`src/rtl/mem_wb_if.sv`:
```
// mem_wb_if: memory-stage to writeback-stage instruction handshake.
// The memory stage drives the master side; writeback is the slave.
interface mem_wb_if;
  logic        in_valid;
  logic        in_ready;
  logic        in_wreg;
  logic [4:0]  in_rd;
  logic        in_is_load;
  logic [2:0]  in_funct3;
  logic [31:0] in_data;

  modport master (
    output in_valid,
    output in_wreg,
    output in_rd,
    output in_is_load,
    output in_funct3,
    output in_data,
    input  in_ready
  );

  modport slave (
    input  in_valid,
    input  in_wreg,
    input  in_rd,
    input  in_is_load,
    input  in_funct3,
    input  in_data,
    output in_ready
  );
endinterface

```
`src/rtl/mem_wb.sv`:
```
// mem_wb: writeback stage feeding the register-file write port.
// Optional load-data timeout is built when WB_LOAD_TIMEOUT_EN is defined.
module mem_wb #(
  parameter int TIMEOUT_CYCLES = 255
) (
  input  logic        clk,
  input  logic        rst,
  input  logic        rdy,
  mem_wb_if.slave     up,
  input  logic        dmem_valid,
  input  logic [31:0] dmem_rdata,
  output logic        wb_we,
  output logic [4:0]  wb_waddr,
  output logic [31:0] wb_wdata,
  output logic        pend_valid,
  output logic [4:0]  pend_rd,
  output logic        load_err
);

  typedef enum logic {
    IDLE,
    WAIT_MEM
  } state_t;

  state_t      state, state_n;
  logic        ld_wreg, ld_wreg_n;
  logic [4:0]  ld_rd, ld_rd_n;
  logic [2:0]  ld_f3, ld_f3_n;
  logic [1:0]  ld_off, ld_off_n;
  logic        we_n;
  logic [4:0]  waddr_n;
  logic [31:0] wdata_n;
  logic        take;

`ifdef WB_LOAD_TIMEOUT_EN
  logic [7:0]  cnt, cnt_n;
  logic        err_n;
`endif

  // Extract and extend the addressed byte/half of the read word.
  function automatic logic [31:0] fmt(
    input logic [2:0]  f3,
    input logic [1:0]  off,
    input logic [31:0] d
  );
    logic [7:0]  b;
    logic [15:0] h;
    unique case (off)
      2'd0:    b = d[7:0];
      2'd1:    b = d[15:8];
      2'd2:    b = d[23:16];
      default: b = d[31:24];
    endcase
    h = off[1] ? d[31:16] : d[15:0];
    unique case (f3)
      3'b000:  fmt = {{24{b[7]}}, b};
      3'b100:  fmt = {24'b0, b};
      3'b001:  fmt = {{16{h[15]}}, h};
      3'b101:  fmt = {16'b0, h};
      default: fmt = d;
    endcase
  endfunction

  assign up.in_ready = rdy && (state == IDLE);
  assign take = up.in_valid && (state == IDLE);

  assign pend_valid = (state == WAIT_MEM) && ld_wreg
                      && (ld_rd != 5'd0);
  assign pend_rd = pend_valid ? ld_rd : 5'd0;

  // Next state, load latches and next write-port values.
  always_comb begin
    state_n   = state;
    ld_wreg_n = ld_wreg;
    ld_rd_n   = ld_rd;
    ld_f3_n   = ld_f3;
    ld_off_n  = ld_off;
    we_n      = 1'b0;
    waddr_n   = wb_waddr;
    wdata_n   = wb_wdata;
`ifdef WB_LOAD_TIMEOUT_EN
    cnt_n     = cnt;
    err_n     = 1'b0;
`endif
    unique case (state)
      IDLE: begin
        if (take && up.in_is_load) begin
          ld_wreg_n = up.in_wreg;
          ld_rd_n   = up.in_rd;
          ld_f3_n   = up.in_funct3;
          ld_off_n  = up.in_data[1:0];
          state_n   = WAIT_MEM;
`ifdef WB_LOAD_TIMEOUT_EN
          cnt_n     = 8'd0;
`endif
        end else if (take) begin
          we_n    = up.in_wreg && (up.in_rd != 5'd0);
          waddr_n = up.in_rd;
          wdata_n = up.in_data;
        end
      end
      default: begin
        if (dmem_valid) begin
          we_n    = ld_wreg && (ld_rd != 5'd0);
          waddr_n = ld_rd;
          wdata_n = fmt(ld_f3, ld_off, dmem_rdata);
          state_n = IDLE;
        end
`ifdef WB_LOAD_TIMEOUT_EN
        else if (cnt + 8'd1 == 8'(TIMEOUT_CYCLES)) begin
          cnt_n   = cnt + 8'd1;
          we_n    = ld_wreg && (ld_rd != 5'd0);
          waddr_n = ld_rd;
          wdata_n = 32'd0;
          err_n   = 1'b1;
          state_n = IDLE;
        end else begin
          cnt_n = cnt + 8'd1;
        end
`endif
      end
    endcase
  end

  // State register; rdy low freezes the FSM.
  always_ff @(posedge clk or posedge rst) begin
    if (rst)
      state <= IDLE;
    else if (rdy)
      state <= state_n;
  end

  // Write port and load latches, frozen while rdy is low.
  always_ff @(posedge clk or posedge rst) begin
    if (rst) begin
      ld_wreg  <= 1'b0;
      ld_rd    <= 5'd0;
      ld_f3    <= 3'd0;
      ld_off   <= 2'd0;
      wb_we    <= 1'b0;
      wb_waddr <= 5'd0;
      wb_wdata <= 32'd0;
    end else if (rdy) begin
      ld_wreg  <= ld_wreg_n;
      ld_rd    <= ld_rd_n;
      ld_f3    <= ld_f3_n;
      ld_off   <= ld_off_n;
      wb_we    <= we_n;
      wb_waddr <= waddr_n;
      wb_wdata <= wdata_n;
    end
  end

`ifdef WB_LOAD_TIMEOUT_EN
  // Wait counter and one-cycle error pulse for abandoned loads.
  always_ff @(posedge clk or posedge rst) begin
    if (rst) begin
      cnt      <= 8'd0;
      load_err <= 1'b0;
    end else if (rdy) begin
      cnt      <= cnt_n;
      load_err <= err_n;
    end
  end
`else
  logic unused_cfg;
  assign unused_cfg = ^TIMEOUT_CYCLES;
  assign load_err = 1'b0;
`endif

endmodule

```
`src/flat_wrapper.sv`:
```
// flat-port wrapper written by rule: the top's interface ports become plain ports
module mem_wb_flat 
#(
  parameter int TIMEOUT_CYCLES = 255
)
  (clk, rst, rdy, dmem_valid, dmem_rdata, wb_we, wb_waddr, wb_wdata, pend_valid, pend_rd, load_err, up_in_valid, up_in_wreg, up_in_rd, up_in_is_load, up_in_funct3, up_in_data, up_in_ready);
  mem_wb_if up_i ();
  input  logic clk;
  input  logic rst;
  input  logic rdy;
  input  logic dmem_valid;
  input  logic [31:0] dmem_rdata;
  output logic wb_we;
  output logic [4:0] wb_waddr;
  output logic [31:0] wb_wdata;
  output logic pend_valid;
  output logic [4:0] pend_rd;
  output logic load_err;
  input wire logic [$bits(up_i.in_valid)-1:0] up_in_valid;
  input wire logic [$bits(up_i.in_wreg)-1:0] up_in_wreg;
  input wire logic [$bits(up_i.in_rd)-1:0] up_in_rd;
  input wire logic [$bits(up_i.in_is_load)-1:0] up_in_is_load;
  input wire logic [$bits(up_i.in_funct3)-1:0] up_in_funct3;
  input wire logic [$bits(up_i.in_data)-1:0] up_in_data;
  output wire logic [$bits(up_i.in_ready)-1:0] up_in_ready;
  assign up_i.in_valid = up_in_valid;
  assign up_i.in_wreg = up_in_wreg;
  assign up_i.in_rd = up_in_rd;
  assign up_i.in_is_load = up_in_is_load;
  assign up_i.in_funct3 = up_in_funct3;
  assign up_i.in_data = up_in_data;
  assign up_in_ready = up_i.in_ready;
  mem_wb #(.TIMEOUT_CYCLES(TIMEOUT_CYCLES)) u_core (.clk(clk), .rst(rst), .rdy(rdy), .up(up_i), .dmem_valid(dmem_valid), .dmem_rdata(dmem_rdata), .wb_we(wb_we), .wb_waddr(wb_waddr), .wb_wdata(wb_wdata), .pend_valid(pend_valid), .pend_rd(pend_rd), .load_err(load_err));
endmodule
```
`config.mk`:
```
export PLATFORM = sky130hd
export DESIGN_NAME = mem_wb_flat
export DESIGN_NICKNAME = d
export VERILOG_FILES = /design/src/rtl/mem_wb_if.sv /design/src/rtl/mem_wb.sv /design/src/flat_wrapper.sv
export SDC_FILE = /design/constraint.sdc
export NUM_CORES = 1
export LEC_CHECK = 0
export ABC_AREA = 1
export CAP_MARGIN = 25
export CELL_PAD_IN_SITES_DETAIL_PLACEMENT = 0
export CELL_PAD_IN_SITES_GLOBAL_PLACEMENT = 1
export CORE_ASPECT_RATIO = 1.25
export CORE_UTILIZATION = 32
export CTS_CLUSTER_DIAMETER = 50
export DETAILED_ROUTE_END_ITERATION = 6
export PLACE_DENSITY_LB_ADDON = 0.1
export REMOVE_ABC_BUFFERS = 1
export SETUP_SLACK_MARGIN = 0.05
export SYNTH_ARGS = -nofsm -noshare
export SYNTH_HDL_FRONTEND = slang
export SYNTH_SLANG_ARGS = --single-unit
export TNS_END_PERCENT = 5
```
`constraint.sdc`:
```
create_clock -name clk -period 2.6 [get_ports clk]
set_clock_uncertainty 0.1 [all_clocks]
set_input_delay 0.26 -clock clk [delete_from_list [all_inputs] [get_ports clk]]
set_output_delay 0.26 -clock clk [all_outputs]
set_load 0.05 [all_outputs]
```
==> flow_summary.ini, run 1 <==
[run]
maxCapViolCount = 0

[yosys]
synthFlopType = dfrtp_1
synth-edff-count = 0
syn_inst = 454
synthTopCellsByCount = nand2_1, nor2_1, a21oi_1
synth_top_area_cell = dfrtp_1
synthesis.area_mm2 = 0.00309
synthTopCellsByArea = dfrtp_1, nand2_1, nor2_1
async_reset_ff_share_pct = 100
ys_warn_count = 0
ys_seq_elements = 50
yosysMostFrequentCell = nand2_1
yosys.area.top_type_share_pct = 40.5
avgSynthCellArea_um2 = 6.80
synth_cell_types = 28
synth-seq-area-share_pct = 40.5

[sta]
grt_setup_unrepaired = no
slew_headroom_pct = 55.8
setup_violations = 0
fmax_mhz = 477
final_hold_viol_count = 0
tns_ns = 0
period_share_pct = 80.7
tightest_slew_ns = 0.662
finalMaxSlewViolations = 0
fin_crit_ns = 2.10

[critical_path]
critPathLaunchType = input port
cp.arrival_ns = 1.74
path_max_fanout = 4
crit_required_ns = 2.24
critPathKind = in2out
r2r_cells = 8
setup.worst_path.end_class = primary output
r2r_start = u_core.state
worstReg2RegEnd = u_core.wb_wdata[2]
timing.reg2reg.setup_slack_ns = 0.69
crit_start = rdy

[finish]
drive_above_1_share_pct = 8.88
stdcell_area_mm2 = 0.00461
fin_nets = 641
area_growth_syn_to_layout_pct = 49.4
antenna_cells = 0

[clock_tree]
cts_sinks = 50
tritoncts = built
cts-buffers-inserted = 5
clockBufferDepth = 2
clk_latency_ns = 0.29
htreeDepth = 2
cts_setup_buffers = 0
path_clk_slew_ns = 0.07
cts-root-buf = clkbuf_16
cts_resized = 0
postCtsHoldBufs = 0

[global_route]
gr-total-overflow = 0
grt_pass1_wl_mm = 16.0
grt_max_degree = 51
grt_pass1_vias = 3129
grtUsageTotal_pct = 19.9
grt_antenna_before_repair = 0

[floorplanning]
die_area_mm2 = 0.0100
rows = 39
die_w_um = 89.8
core-area_mm2 = 0.00927
initial_core_util_pct = 33.3
ios = 125
die_y_um = 112

[route]
met2_length_mm = 4.73
viasPerCell = 4.69
wl_met1_mm = 4.20
wl_met3_um = 549
drt_first_pass_iters = 6
drt_iter0_markers = 156
top_layer = met4
drt-wirelength-per-cell_um = 14.0
vias = 3216
drc = 0
drtAntennaViolNets = 0
wl_mm = 9.58

[power_and_ir_drop]
p_sw_share_pct = 43.6
sequentialPowerShare_pct = 28.1
vdd_drop_max_mv = 0.428
p_leak_nw = 2.12
power_frac_comb_pct = 50.7
clock_power_share_pct = 21.2
power_density_mw_per_mm2 = 889
internal_power_mw = 2.31
p_sw_mw = 1.79

[place]
placed_area_mm2 = 0.00441
io_buffers = 123
place_hpwl_mm = 6.77
routabilityCongestion = 0.761

[run_status]
outcome = finished, final reports clean

[min_path]
hold_class = in2async
kinds of logic after synthesis:
kind of cell	after synthesis	synth area share, %
and+or+nand+nor	254	34.1
AOI/OAI and AO/OA	94	16.2
buffers and inverters	55	9.00
DFF	50	40.5
other	1	0.121
flip-flops by register name, indices dropped and copies added (netlist names):
register	flops
u_core.ld_wreg	1
u_core.ld_off	2
u_core.wb_we	1
u_core.wb_waddr	5
u_core.wb_wdata	32
u_core.ld_f3	3
u_core.ld_rd	5
u_core.state	1
worst max-delay path by stage:
stage / end / slack, ns / depth (start not counted)
after floorplan: u_core.wb_wdata[2] / -0.06 / 8
after global placement: up_in_ready / 0.50 / 4
after detailed placement: up_in_ready / 0.51 / 4
after CTS: pend_rd[1] / 0.48 / 4
after global routing: up_in_ready / 0.38 / 4
final: up_in_ready / 0.50 / 4
placed cells by master (no fill, tap or decap):
cell and count:
nand2_4 3, a21oi_1 60, o21ai_0 18, buf_4 7, clkbuf_16 5, a21oi_2 4
bufinv_16 2, nand2_2 10, clkbuf_8 1, a22oi_1 1, clkdlybuf4s50_1 117, buf_12 6
inv_2 5, nor2_2 4, dfrtp_1 50, inv_1 19, a21o_1 1, nor3_1 2
inv_4 1, o22ai_1 1, nand2_1 124, o21ai_1 3, nand4_2 1, nand4_1 1
inv_6 1, nand3_1 23, a31oi_1 5, nor2_1 86, conb_1 1, o21a_1 1
power by group through the flow:
stage / combinational (mW) / clock (mW) / sequential, mW
2_1_floorplan: 0.671 / 0 / 1.79
3_3_place_gp: 2.08 / 0 / 1.16
3_5_place_dp: 2.09 / 0 / 1.16
4_1_cts: 2.10 / 0.898 / 1.15
5_1_grt: 2.24 / 0.930 / 1.18
6_report: 2.08 / 0.870 / 1.15
cell type report:
class	count	area (um2)
Fill cell	956	4660
Multi-Input combinational cell	349	1560
Sequential cell	50	1250
Inverter	26	105
Clock inverter	2	60.1
Clock buffer	6	139
Timing Repair Buffer	130	1340
Tap cell	123	154
worst max-delay path, cell delays in order:
cell	delay, ns
clkdlybuf4s50_1	0.49
inv_1	0.09
nor2_1	0.09
clkdlybuf4s50_1	0.80
through the flow:
step                hold WS (ns)  setup slack (ns)  cells  power [mW]  utilization [%]
global placement           0.361             0.497    678        3.24             47.6
finish                     0.359             0.502    686        4.10             49.7
floorplan                  0.270           -0.0631    425        2.46                -
CTS                        0.384             0.476    686        4.15             49.7
global route               0.407             0.378    686        4.36             49.7
detailed placement         0.364             0.506    678        3.26             47.6
routing by layer:
metal | GRT usage [%] | vias up
met2 | 33.9 | 89
met1 | 25.1 | 1460
met3 | 4.44 | 7
met4 | 5.90 | 0
li1 | - | 1660
met5 | 0 | -
(Power assumes the default switching activity.)
==> run 2: changes to the inputs <==
--- a/config.mk
+++ b/config.mk
@@ -10,7 +10,7 @@
 export CELL_PAD_IN_SITES_DETAIL_PLACEMENT = 0
 export CELL_PAD_IN_SITES_GLOBAL_PLACEMENT = 1
 export CORE_ASPECT_RATIO = 1.25
-export CORE_UTILIZATION = 32
+export CORE_UTILIZATION = 30
 export CTS_CLUSTER_DIAMETER = 50
 export DETAILED_ROUTE_END_ITERATION = 6
 export PLACE_DENSITY_LB_ADDON = 0.1
==> constraint.sdc (replaced) <==
create_clock -name clk -period 1.95 [get_ports clk]
set_clock_uncertainty 0.1 [all_clocks]
set_input_delay 0.195 -clock clk [delete_from_list [all_inputs] [get_ports clk]]
set_output_delay 0.195 -clock clk [all_outputs]
set_load 0.05 [all_outputs]
==> flow_summary.ini, run 2 (synthesized netlist as in run 1, its figures left out) <==
[run_status]
outcome = finished, final reports clean

[floorplanning]
rows = 41
ios = 125
die_y_um = 115
die_w_um = 92.7
core-area_mm2 = 0.0101
die_area_mm2 = 0.0107
initial_core_util_pct = 30.7

[place]
place_ws_ns = 0.142
routabilityCongestion = 0.780
place_hpwl_mm = 7.27
io_buffers = 123
post-place-cells = 691

[finish]
area_growth_syn_to_layout_pct = 51.4
largest_reg_flops = 32
drive_above_1_share_pct = 10.4
stdcell_count = 699
fin_nets = 648
regMostFlops = u_core.wb_wdata
final_common_cell = nand2_1
utilization_pct = 46.5
antenna_cells = 0
final_cell_mix = nand2_1, clkdlybuf4s50_1, nor2_1
top_regs = u_core.wb_wdata x32, u_core.ld_rd x5, u_core.wb_waddr x5

[critical_path]
worstPathCellList = buf_4 > nand3_1 > nor2_1 > buf_12
path_max_fanout = 5
critPathLaunchType = flip-flop
slowest_delay_ns = 0.43
cp.arrival_ns = 1.49
crit_required_ns = 1.65
setup.worst_path.end_class = primary output
critPathKind = reg2out
crit_path_top_delay_cell = dfrtp_1

[global_route]
grt_pass1_wl_mm = 15.7
grt_antenna_before_repair = 0
grtUsageTotal_pct = 18.7
grt_max_degree = 51
gr-total-overflow = 0
grt_pass1_vias = 3226

[power_and_ir_drop]
p_leak_nw = 2.15
power_density_mw_per_mm2 = 1130
vdd_drop_max_mv = 0.560
finalPower_mw = 5.28

[sta]
fmax_mhz = 561
tightest_slew_ns = 0.532
grt_setup_unrepaired = no
slew_headroom_pct = 64.4
setup_ws_ns = 0.168
final_hold_viol_count = 0
finalMaxSlewViolations = 0
setup_violations = 0
fin_crit_ns = 1.78
period_share_pct = 91.4

[route]
wl_mm = 9.80
drtAntennaViolNets = 0
viasPerCell = 4.65
drc = 0
drt-wirelength-per-cell_um = 14.0
drt_iter0_markers = 129
vias = 3247
drt_first_pass_iters = 5

[clock_tree]
htreeDepth = 2
clk_latency_ns = 0.29
cts-buffers-inserted = 5
path_clk_slew_ns = 0.07
cts_sinks = 50
clockBufferDepth = 2
cts-root-buf = clkbuf_16
tritoncts = built

[min_path]
hold_class = in2async

[run]
maxCapViolCount = 0
-- run 2: final cells by class --
type / instances / area, um2
flip-flops and latches: 50 / 1250
multi-input cells: 349 / 1560
clock buffers: 5 / 125
repair buffers: 137 / 1440
well taps: 129 / 161
inverters: 26 / 105
clock inverters: 3 / 25.0
fillers: 1089 / 5380
-- run 2: timing repair --
action | CTS | global route
hold buffers | 0 | 0
resized for setup | 0 | 1
setup endpoints to repair | 0 | 1
buffers inserted | 0 | 0
-- run 2: stage by stage --
| stage | cell area [um2] | hold WS, ns | TNS (ns) |
|---|---|---|---|
| 2_1_floorplan | 2910 | 0.205 | -18.84 |
| 3_3_place_gp | 4520 | 0.362 | 0 |
| 3_5_place_dp | 4520 | 0.364 | 0 |
| 4_1_cts | 4670 | 0.176 | 0 |
| 5_1_grt | 4670 | 0.193 | 0 |
| 6_report | 4670 | 0.153 | 0 |
-- run 2: path summary, 6_finish.rpt --
path                                          start                  end  slack, ns  cells after the start
worst max-delay path                   u_core.state           pend_rd[1]       0.17                      4
worst min-delay path                            rst  u_core.wb_wdata[16]       0.15                      3
worst max register to register      u_core.ld_f3[0]  u_core.wb_wdata[11]       0.31                      9
worst min register to register  u_core.wb_wdata[26]  u_core.wb_wdata[26]       0.38                      2
max in group asynchronous                       rst  u_core.wb_wdata[12]       1.34                      3
min in group clk                u_core.wb_wdata[26]  u_core.wb_wdata[26]       0.38                      2
-- run 2: power breakdown --
part,total [mW],internal [mW],switching [mW],leakage (nW)
logic,2.84,1.03,1.81,1.50
registers,1.53,1.33,0.204,0.582
clock network,0.911,0.484,0.427,0.0704
total,5.28,2.84,2.44,2.15
-- run 2: routing by layer --
layer  share of wire, %  wire [um]  track usage, %  up-vias
li1                   -          -               -     1672
met1                 43       4200            22.2     1480
met2                 50       4920            34.1       91
met3                6.2        603            4.66        4
met4               0.80         78            3.79        0
met5                  0          0               0        -
-- run 2: worst max-delay path, delay by kind of cell (launching register included) --
family,cells,cell delay (ns)
buf+inv,2,0.34
flops,1,0.43
simple gates,2,0.42
